### src/rtl/simple_ntt_seq.sv
// 4-point NTT sequencer: loads four coefficients, steps an external
// core through the four output points and streams the results out.
module simple_ntt_seq #(
  parameter int data_width = 32,
  parameter int n          = 4
) (
  input  logic                  clk,
  input  logic                  reset,
  input  logic [data_width-1:0] in_data,
  input  logic                  in_valid,
  output logic                  in_ready,
  output logic [data_width-1:0] core_buf0,
  output logic [data_width-1:0] core_buf1,
  output logic [data_width-1:0] core_buf2,
  output logic [data_width-1:0] core_buf3,
  output logic [1:0]            core_index,
  input  logic [data_width-1:0] core_result,
  output logic [data_width-1:0] out_data,
  output logic                  out_valid,
  input  logic                  out_ready,
  output logic                  out_last,
  output logic                  busy
);

  typedef enum logic [1:0] {
    LOAD = 2'd0,
    CALC = 2'd1,
    SEND = 2'd2
  } state_t;

  state_t                state;
  logic [1:0]            k;
  logic [1:0]            idx;
  logic [data_width-1:0] coef [n];

  // Handshake flags decode straight from the state register.
  assign in_ready   = (state == LOAD);
  assign out_valid  = (state == SEND);
  assign out_last   = (state == SEND) && (idx == 2'd3);
  assign busy       = (state != LOAD);

  assign core_buf0  = coef[0];
  assign core_buf1  = coef[1];
  assign core_buf2  = coef[2];
  assign core_buf3  = coef[3];
  assign core_index = idx;

  // Sequencer: fill buffers, then alternate CALC/SEND per output point.
  always_ff @(posedge clk or negedge reset) begin
    if (!reset) begin
      state    <= LOAD;
      k        <= 2'd0;
      idx      <= 2'd0;
      out_data <= '0;
      for (int i = 0; i < n; i++) begin
        coef[i] <= '0;
      end
    end else begin
      unique case (state)
        LOAD: begin
          if (in_valid) begin
            coef[k] <= in_data;
            if (k == 2'd3) begin
              k     <= 2'd0;
              idx   <= 2'd0;
              state <= CALC;
            end else begin
              k <= k + 2'd1;
            end
          end
        end
        CALC: begin
          out_data <= core_result;
          state    <= SEND;
        end
        SEND: begin
          if (out_ready) begin
            if (idx == 2'd3) begin
              idx   <= 2'd0;
              state <= LOAD;
            end else begin
              idx   <= idx + 2'd1;
              state <= CALC;
            end
          end
        end
        default: state <= LOAD;
      endcase
    end
  end

endmodule

### config.mk
export PLATFORM = sky130hd
export DESIGN_NAME = simple_ntt_seq
export DESIGN_NICKNAME = d
export VERILOG_FILES = /design/src/rtl/simple_ntt_seq.sv
export SDC_FILE = /design/constraint.sdc
export NUM_CORES = 1
export LEC_CHECK = 0
export BUFFER_PORTS_ARGS = -buffer_cell sky130_fd_sc_hd__buf_2
export CORE_MARGIN = 2
export CORE_UTILIZATION = 39
export DETAILED_ROUTE_END_ITERATION = 8
export MAX_ROUTING_LAYER = met4
export SYNTH_ARGS = -nofsm -noshare
export SYNTH_HDL_FRONTEND = slang
export SYNTH_SLANG_ARGS = --single-unit
### constraint.sdc
create_clock -name clk -period 2.24 [get_ports clk]
set_input_delay 0.56 -clock clk [delete_from_list [all_inputs] [get_ports clk]]
set_output_delay 0.56 -clock clk [all_outputs]
set_load 0.02 [all_outputs]
==> impl_results.md, run 1 <==
- Status: finished clean
- First-pass GRT wire length: roughly 23,000 µm
- Worst-Margin Slew: ~470 ps
- Post-DP HPWL: between 10,000 and 15,000 µm
- Max Cap Viol: 0
- Starting density of the core: 39.5%
- Met3 Use GR: between 3 and 4%
- Antenna fix cells: 0
- Met1 usage: 21.8%
- Routed WL per cell: roughly 17 µm
- Seq pwr share: 35.3%
- Vias in the first global route: 4,263
- Mean post-synth cell area: around 18 µm²
- WL final: 14,800 µm
- Met2 usage: 26.6%
- Mapped Area: 6770 µm²
- Clock transition at the registers of the reported paths: around 60 ps
- Gr busiest metal: met2
- TritonCTS clock tree: done
- Tcrit/Tclk final: 94.6%
- Layout cell share with drive strength beyond 1: 60.2%
- Die X: 136 µm
- Global route overflow: 0
- PortBufs: 233
- Nets@finish: 691
- # hold bufs at CTS: 0
- Die H: ~140 µm
- Longest Clk Path Bufs: 2
- Worst EP arrival: 1560 ps
- Setup CP Type: flip-flop to output pin
- Min Tclk post-route: 2120 ps
- Slew Limit Fails: 0
- Final non-filler cell total: 856
- Rel. slew slack: 68.6%
- Net switching power: 0.00574 W
- Seq/Total Area, Yosys: 61.4%
- Post-CTS Resized: 0
- Cell Rows: 48
- Worst Skew: between 10 and 15 ps
- Initial antenna violation count: 0
- HP Class: primary input to async pin
- Critical path required time: 1680 ps
- Mapped Nets: about 450
- Routability cong.: about 0.7
- Vias/cell: 4.66
- DR DRC count: 0
- Combinational Power Share: approximately 45%
- DRT Pass-1 Iters: 4
- Internal power: 0.00955 W
- CP max FO: 6
- Largest net degree at the start of global routing: 50
- Via count: 3,989
- Synth cell types: 20
- Worst-Skew Late Latency: 410 ps
- Unrepaired setup endpoints after global routing: false
- #FFs+latches synth: 166
- Fin Setup TNS: 0 ps
- Leakage: 4.34 nW
- Cell area power density: 1750 nW/µm²
- Root Driver: clkbuf_16
- Sink Count: 166
- Fmax achieved: 472 MHz
- Post-CTS setup buffer count: 0
- Setup crit end kind: output pin
- Sw frac: 37.5%
- Worst IR Drop VDD: 0.746 mV
- Hold Fails Final Rpt: 0
- Die ar.: 18,400 µm²
- First DRT Iteration DRCs: 112
- Yosys Warn Count: 0
- CP startpoint kind: flip-flop
- Total core area: 17,100 µm²
- Routed Antenna Nets: 0
- GRT Util Overall: ~17%
- Setup-failing EPs final: 0
- Top Ports: 234
- Area grow syn2layout: 29.3%
- Clock power share: 19.4%
- CTS Buf Count: 17
- H-tree depth: 4
- Post-synthesis cell count: 373
- Placed Cells: 824
==> power groups by stage <==
| stage | clock [W] | combinational, W | sequential [W] |
|---|---|---|---|
| after floorplan | 0 | 0.00296 | 0.00721 |
| after global placement | 0 | 0.00687 | 0.00539 |
| after detailed placement | 0 | 0.00702 | 0.00544 |
| after CTS | 0.00306 | 0.00703 | 0.00542 |
| after global routing | 0.00320 | 0.00735 | 0.00559 |
| final | 0.00297 | 0.00692 | 0.00540 |
==> Yosys cell counts (all sizes together) <==
master	number	share of area, %
dfrtp	166	61
mux2	162	32
buf	20	4.0
ha	5	0.92
inv	4	0.22
nor2	4	0.26
and3	3	0.28
a32o	2	0.30
a21oi	1	0.074
and2	1	0.093
and2b	1	0.11
nand2	1	0.055
nand2b	1	0.093
nor4bb	1	0.15
o21ai	1	0.074
==> registers in the layout, summed over array words and instances (netlist names) <==
signal / cells
core_index: 2
state: 2
core_buf1: 32
core_buf0: 32
core_buf2: 32
out_data: 32
core_buf3: 32
k: 2
==> stage by stage <==
stage	hold WS (ps)	total power (W)	worst slack (ps)	utilization (%)	instance area, µm²
floorplan	264	0.0102	627	-	6770
global placement	465	0.0123	440	47.6	8140
detailed placement	469	0.0125	388	47.6	8140
CTS	89.5	0.0155	109	51.1	8750
global route	106	0.0161	47.9	51.1	8750
finish	87.1	0.0153	121	51.1	8750
==> cell type report <==
cell class                      count  area, µm²
Timing Repair Buffer              246       1350
Inverter                            4       15.0
Multi-Input combinational cell    183       2340
Clock buffer                       21        460
Tap cell                          225        282
Fill cell                        1508       8370
Sequential cell                   166       4150
Clock inverter                     11        149
==> layer usage <==
layer  part of all wire, %  wire, µm  up-vias
met3                   5.0       736       14
met2                    49      7290      135
met1                    44      6580     2043
li1                      -         -     1797
met5                     0         0        -
met4                   1.4       211        0
==> worst max-delay path: stages, from the launching register on <==
cell     delay [ps]
dfrtp_1         440
and2b_1         330
and2_1          190
buf_2           200
==> cells in the final DEF, fill, tap and decap left out <==
| cell | netlist | final |
|---|---|---|
| clkbuf_16 | 0 | 17 |
| inv_1 | 4 | 4 |
| mux2_2 | 9 | 9 |
| mux2_4 | 90 | 90 |
| and3_2 | 0 | 3 |
| dfrtp_1 | 166 | 166 |
| nand2b_1 | 1 | 1 |
| and2_1 | 1 | 1 |
| clkbuf_8 | 0 | 2 |
| inv_8 | 0 | 1 |
| and2b_1 | 1 | 1 |
| nand2_1 | 1 | 1 |
| buf_4 | 0 | 7 |
| buf_2 | 5 | 232 |
| clkbuf_1 | 0 | 2 |
| buf_12 | 9 | 6 |
| clkinv_4 | 0 | 2 |
| nor2_2 | 1 | 1 |
| a21oi_1 | 1 | 1 |
| ha_1 | 5 | 5 |
| buf_6 | 6 | 1 |
| mux2_1 | 63 | 63 |
| nor2_1 | 3 | 3 |
| bufinv_16 | 0 | 3 |
| clkinv_2 | 0 | 3 |
| o21ai_0 | 1 | 1 |
| clkinvlp_4 | 0 | 2 |
| a32o_1 | 2 | 2 |
| nor4bb_4 | 0 | 1 |
==> cells by family after synthesis <==
family / Yosys count / synth area share (%)
DFF: 166 / 61.4
muxes: 162 / 32.0
buffers and inverters: 24 / 4.25
and+or+nand+nor: 12 / 1.04
adders and majority gates: 5 / 0.925
AOI/OAI and AO/OA: 4 / 0.444
==> final timing paths <==
check                                     from             to  slack (ps)  cells past startpoint
worst max-delay path                  state[0]       out_last         120                      3
worst min register to register   core_buf3[21]  core_buf3[21]         480                      1
worst min-delay path                     reset  core_buf1[13]          90                      1
worst max register to register        state[1]  core_buf1[19]         500                      4
min in group clk                core_result[8]    out_data[8]         350                      2
max in group asynchronous                reset  core_index[0]        1510                      2
Note: power is estimated with default switching activity, not from simulation.
==> run 2: changes to the inputs <==
--- a/config.mk
+++ b/config.mk
@@ -8,8 +8,10 @@
 export BUFFER_PORTS_ARGS = -buffer_cell sky130_fd_sc_hd__buf_2
 export CORE_MARGIN = 2
 export CORE_UTILIZATION = 39
+export CTS_BUF_LIST = sky130_fd_sc_hd__clkbuf_8
 export DETAILED_ROUTE_END_ITERATION = 8
 export MAX_ROUTING_LAYER = met4
+export SLEW_MARGIN = 30
 export SYNTH_ARGS = -nofsm -noshare
 export SYNTH_HDL_FRONTEND = slang
 export SYNTH_SLANG_ARGS = --single-unit
==> constraint.sdc (replaced) <==
create_clock -name clk -period 2.7 [get_ports clk]
set_input_delay 0.675 -clock clk [delete_from_list [all_inputs] [get_ports clk]]
set_output_delay 0.675 -clock clk [all_outputs]
set_load 0.02 [all_outputs]
==> impl_results.md, run 2 (synthesized netlist as in run 1, its figures left out) <==
- Status: finished clean
- Unrepaired setup endpoints after global routing: false
- DR DRC count: 0 (unchanged)
- Worst path bufs/invs: 1 (unchanged)
- Clock transition at the registers of the reported paths: 90 ps (+30 ps)
- First DRT Iteration DRCs: 109 (-2.7%)
- Seq pwr share: 37.6% (+2.3 points)
- Area grow syn2layout: 25.8%
- Routed WL per cell: 17.7 µm (+2.4%)
- Flop2flop setup slack: 860 ps (+360 ps)
- Most frequent cells in the layout: 232 x buf_2, 166 x dfrtp_1, 90 x mux2_4, 63 x mux2_1, 19 x clkbuf_8
- DRT Pass-1 Iters: 4 (unchanged)
- Fmax achieved: 447 MHz
- Setup CP Type: flip-flop to output pin
- Vias in the first global route: 4,362 (+2.3%)
- Worst Skew: 11.4 ps (+1.44 ps)
- Die X: 136 µm (unchanged)
- CP peak stage delay: 440 ps (about the same)
- # hold bufs at CTS: 0 (unchanged)
- Clock power share: 14.5% (-4.9 points)
- Worst-Margin Slew: 476 ps (+4.76 ps)
- Setup crit end kind: output pin
- TritonCTS clock tree: done
- Top Ports: 234 (unchanged)
- First-pass GRT wire length: 24,100 µm (+4.6%)
- Worst EP arrival: 1560 ps (about the same)
- H-tree depth: 4 (unchanged)
- Sw frac: 39.3% (+1.8 points)
- Commonest non-fill, non-tap cell in the layout: buf_2
- Die H: 136 µm (unchanged)
- Cell area power density: 1400 nW/µm² (-20%)
- Internal power: 0.00726 W (-24%)
- PortBufs: 233 (unchanged)
- Slowest stage cell, crit path: dfrtp_1
- HP Class: primary input to async pin
- Rel. slew slack: 68.3% (-0.32 points)
- Leakage: 4.25 nW (-2.2%)
- Slew Limit Fails: 0 (unchanged)
- Longest Clk Path Bufs: 2 (unchanged)
- Post-DP HPWL: 10,800 µm (-0.94%)
- Worst-Skew Late Latency: 450 ps (+40 ps)
- CP startpoint kind: flip-flop
- Top delay family on crit path: simple AND/OR/NAND/NOR gates
- Net switching power: 0.00470 W (-18%)
- Hold Fails Final Rpt: 0 (unchanged)
- Routed Antenna Nets: 0 (unchanged)
- Global route overflow: 0 (unchanged)
- WL final: 15,200 µm (+2.3%)
- Sink Count: 166 (unchanged)
- Worst-path cell chain: and2b_1, and2_1, buf_2
- Starting density of the core: 39.5% (unchanged)
- Worst R2R Start: state[1]
- Initial antenna violation count: 1 (+1)
- Via count: 4,013 (+0.60%)
- Fin Setup TNS: 0 ps (unchanged)
- Critical path required time: 2030 ps (+350 ps)
- CP max FO: 6 (unchanged)
- Tcrit/Tclk final: ~83%
- Root Driver: clkbuf_8
- Crit path launch: state[0]
- Vias/cell: 4.69 (+0.72%)
- Worst IR Drop VDD: 0.621 mV (-17%)
- Routability cong.: 0.726 (+4.1%)
- Total core area: 17,100 µm² (unchanged)
- Cell Rows: 48 (unchanged)
- Nets@finish: 690 (-0.14%)
- Max Cap Viol: 0 (unchanged)
- Hold slack: 169 ps (+82.4 ps)
- Post-CTS Resized: 0 (unchanged)
- Min Tclk post-route: 2240 ps
- Setup-failing EPs final: 0 (unchanged)
- Die ar.: 18,400 µm² (unchanged)
- Post-CTS setup buffer count: 0 (unchanged)
- CTS Buf Count: 17 (unchanged)
- GRT Util Overall: 17.7% (+0.90 points)
- Layout cell share with drive strength beyond 1: 59.8% (-0.44 points)
- Combinational Power Share: 47.9% (+2.6 points)
- Largest net degree at the start of global routing: 48 (-4.0%)
-- run 2: cell count changes in the layout (fill, tap and decap cells not counted), moves of 2 or more --
cell | before | now
clkbuf_1 | 2 | 0
clkbuf_16 | 17 | 0
clkbuf_8 | 2 | 19
inv_1 | 4 | 8
-- run 2: final cells by class --
class                   instances  area, µm²
fillers                      1505       8610
clock inverters                12        115
repair buffers                245       1340
clock buffers                  19        262
well taps                     225        282
flip-flops and latches        166       4150
diodes                          1       2.50
inverters                       4       15.0
multi-input cells             183       2340
-- run 2: per-stage QoR --
stage	setup WS, ps	power, W	cell area, µm²	util [%]	instances
2_1_floorplan	972	0.00844	6770	-	373
3_3_place_gp	748	0.0102	8130	47.5	823
3_5_place_dp	713	0.0103	8130	47.5	823
4_1_cts	413	0.0121	8510	49.7	854
5_1_grt	327	0.0127	8510	49.7	855
6_report	461	0.0120	8510	49.7	855
-- run 2: worst paths after layout --
check | end | cells past startpoint
max | out_last | 3
min | core_buf2[18] | 1
min in group clk | out_data[13] | 2
max reg2reg | core_buf0[6] | 4
min reg2reg | core_buf3[5] | 1
max in group asynchronous | core_buf3[30] | 2
-- run 2: per-layer routing --
layer  GRT usage [%]  vias to the layer above  share of wire, %
li1                -                     1791                 -
met1            23.2                     2038                45
met2            26.7                      160                47
met3            4.56                       24               5.7
met4            6.25                        0               1.9
met5               -                        -                 0
-- run 2: power by group through the flow --
| stage | logic (W) | clock network [W] | registers [W] |
|---|---|---|---|
| finish | 0.00573 | 0.00173 | 0.00450 |
| global route | 0.00611 | 0.00191 | 0.00466 |
| floorplan | 0.00246 | 0 | 0.00598 |
| detailed placement | 0.00581 | 0 | 0.00452 |
| global placement | 0.00568 | 0 | 0.00449 |
| CTS | 0.00582 | 0.00179 | 0.00450 |
==> run 3: changes to the inputs <==
==> constraint.sdc (replaced) <==
create_clock -name clk -period 2.2 [get_ports clk]
set_input_delay 0.55 -clock clk [delete_from_list [all_inputs] [get_ports clk]]
set_output_delay 0.55 -clock clk [all_outputs]
set_load 0.02 [all_outputs]
==> impl_results.md, run 3 (synthesized netlist as in run 1, its figures left out) <==
- Status: finished clean
- Fin Setup TNS: 0 ps (unchanged)
- Worst Skew: 9.50 ps (-1.94 ps)
- TritonCTS clock tree: done
- CTS Buf Count: 17 (unchanged)
- Setup CP Type: flip-flop to output pin
- CP endpoint: out_last
- Worst path bufs/invs: 1 (unchanged)
- Worst R2R Start: state[1]
- Worst IR Drop VDD: 0.844 mV (+36%)
- Largest net degree at the start of global routing: 48 (unchanged)
- Routability cong.: 0.715 (-1.5%)
- Area grow syn2layout: 26.1%
- Longest Clk Path Bufs: 2 (unchanged)
- Cell Rows: 48 (unchanged)
- Sink Count: 166 (unchanged)
- GRT Util Overall: 17.2% (-0.47 points)
- H-tree depth: 4 (unchanged)
- Worst-Skew Late Latency: 430 ps (-20 ps)
- Die H: 136 µm (unchanged)
- DRT Pass-1 Iters: 4 (unchanged)
- Most frequent cells in the layout: 232 x buf_2, 166 x dfrtp_1, 90 x mux2_4, 63 x mux2_1, 19 x clkbuf_8
- Setup-failing EPs final: 0 (unchanged)
- Placed Cells: 824 (+0.12%)
- Die ar.: 18,400 µm² (unchanged)
- Critical path required time: 1650 ps (-380 ps)
- WL final: 14,900 µm (-1.6%)
- First DRT Iteration DRCs: 108 (-0.92%)
- Final non-filler cell total: 857 (+0.23%)
- PortBufs: 233 (unchanged)
- Post-CTS Resized: 0 (unchanged)
- Met3 Use GR: 3.78% (-0.79 points)
- Global route overflow: 0 (unchanged)
- Root Driver: clkbuf_8
- Clock transition at the registers of the reported paths: 90 ps (about the same)
- Reg2Reg Depth: 4 (unchanged)
- R2R Path End: core_buf2[31]
- # hold bufs at CTS: 0 (unchanged)
- Die X: 136 µm (unchanged)
- Design area: 8540 µm² (+0.29%)
- Met2 usage: 27.2% (+0.56 points)
- Worst-path cell chain: and2b_2, and2_1, buf_2
- Fmax achieved: 484 MHz
- Tcrit/Tclk final: between 90% and 100%
- Vias/cell: 4.63 (-1.5%)
- Via count: 3,964 (-1.2%)
- Crit. path cell count: 3 (unchanged)
- Top Ports: 234 (unchanged)
- Fill cells: 1,502 (-0.20%)
- Post-DP HPWL: 10,800 µm (+0.55%)
- Hold Fails Final Rpt: 0 (unchanged)
- Pwr Total: 0.0147 W (+23%)
- Top delay family on crit path: simple AND/OR/NAND/NOR gates
- Worst EP arrival: 1520 ps (-40 ps)
- DR DRC count: 0 (unchanged)
- Hold slack: 31.7 ps (-138 ps)
- Slew Limit Fails: 0 (unchanged)
- Routed WL per cell: 17.4 µm (-1.9%)
- Layout cell share with drive strength beyond 1: 60.4% (+0.60 points)
- Worst-Margin Slew: 481 ps (+4.85 ps)
- Min Tclk post-route: 2070 ps
- Met1 usage: 21.9% (-1.3 points)
- Initial antenna violation count: 1 (unchanged)
- Post-CTS setup buffer count: 0 (unchanged)
- Setup crit end kind: output pin
- Rel. slew slack: 67.9% (-0.32 points)
- Gr busiest metal: met2
- Max Cap Viol: 0 (unchanged)
- Nets@finish: 691 (+0.14%)
- HP Class: primary input to async pin
- Commonest non-fill, non-tap cell in the layout: buf_2
- Routed Antenna Nets: 0 (unchanged)
- Unrepaired setup endpoints after global routing: false
- Starting density of the core: 39.5% (unchanged)
- Total core area: 17,100 µm² (unchanged)
- Vias in the first global route: 4,240 (-2.8%)
- Cell area power density: 1720 nW/µm² (+23%)
- First-pass GRT wire length: 23,400 µm (-2.9%)
- Crit path launch: state[0]
- CP peak stage delay: 440 ps (about the same)
- Slowest stage cell, crit path: dfrtp_1
- CP max FO: 6 (unchanged)
- CP startpoint kind: flip-flop
- Flop2flop setup slack: 410 ps (-450 ps)
- Placed cell area: 8140 µm² (about the same)
- Leakage: 4.25 nW (+0.15%)
-- run 3: cell count changes in the layout (fill, tap and decap cells not counted) --
cell | previous run | this run
and2b_1 | 1 | 0
clkinvlp_4 | 1 | 2
inv_6 | 0 | 1
clkinv_4 | 2 | 1
clkinv_2 | 3 | 4
and2b_2 | 0 | 1
inv_8 | 0 | 1
buf_4 | 6 | 7
inv_1 | 8 | 6
-- run 3: final cells by class --
| class | count | area [µm²] | area share, % |
|---|---|---|---|
| Clock buffer | 19 | 262 | 3.06 |
| Multi-Input combinational cell | 183 | 2340 | 27.5 |
| Tap cell | 225 | 282 | 3.30 |
| Sequential cell | 166 | 4150 | 48.7 |
| Clock inverter | 13 | 131 | 1.54 |
| Timing Repair Buffer | 246 | 1350 | 15.8 |
| Antenna cell | 1 | 2.50 | 0.0293 |
| Inverter | 4 | 15.0 | 0.176 |
-- run 3: how the worst min path moves through the flow --
stage / start / to / slack (ps) / depth (start not counted)
floorplan: reset / core_buf0[0] / 250 / 0
global placement: core_buf1[31] / core_buf1[31] / 470 / 1
detailed placement: core_buf3[30] / core_buf3[30] / 470 / 1
CTS: reset / core_buf0[14] / 20 / 1
global route: reset / core_buf0[14] / 40 / 1
finish: reset / core_buf2[14] / 30 / 1
-- run 3: power by group --
part | leakage (nW) | switching (W) | internal [W]
combinational | 2.07 | 0.00381 | 0.00323
sequential | 1.97 | 0.000869 | 0.00463
clock | 0.206 | 0.00110 | 0.00107
total | 4.25 | 0.00578 | 0.00892
-- run 3: per-layer routing --
layer  share of wire, %  up-vias
met1                 44     2028
met2                 49      132
met4                1.2        0
li1                   -     1794
met3                5.4       10
met5                  0        -
-- run 3: through the flow --
stage,utilization [%],setup slack (ps)
5_1_grt,49.9,22.2
2_1_floorplan,-,597
4_1_cts,49.8,34.4
6_report,49.9,132
3_5_place_dp,47.6,354
3_3_place_gp,47.6,382
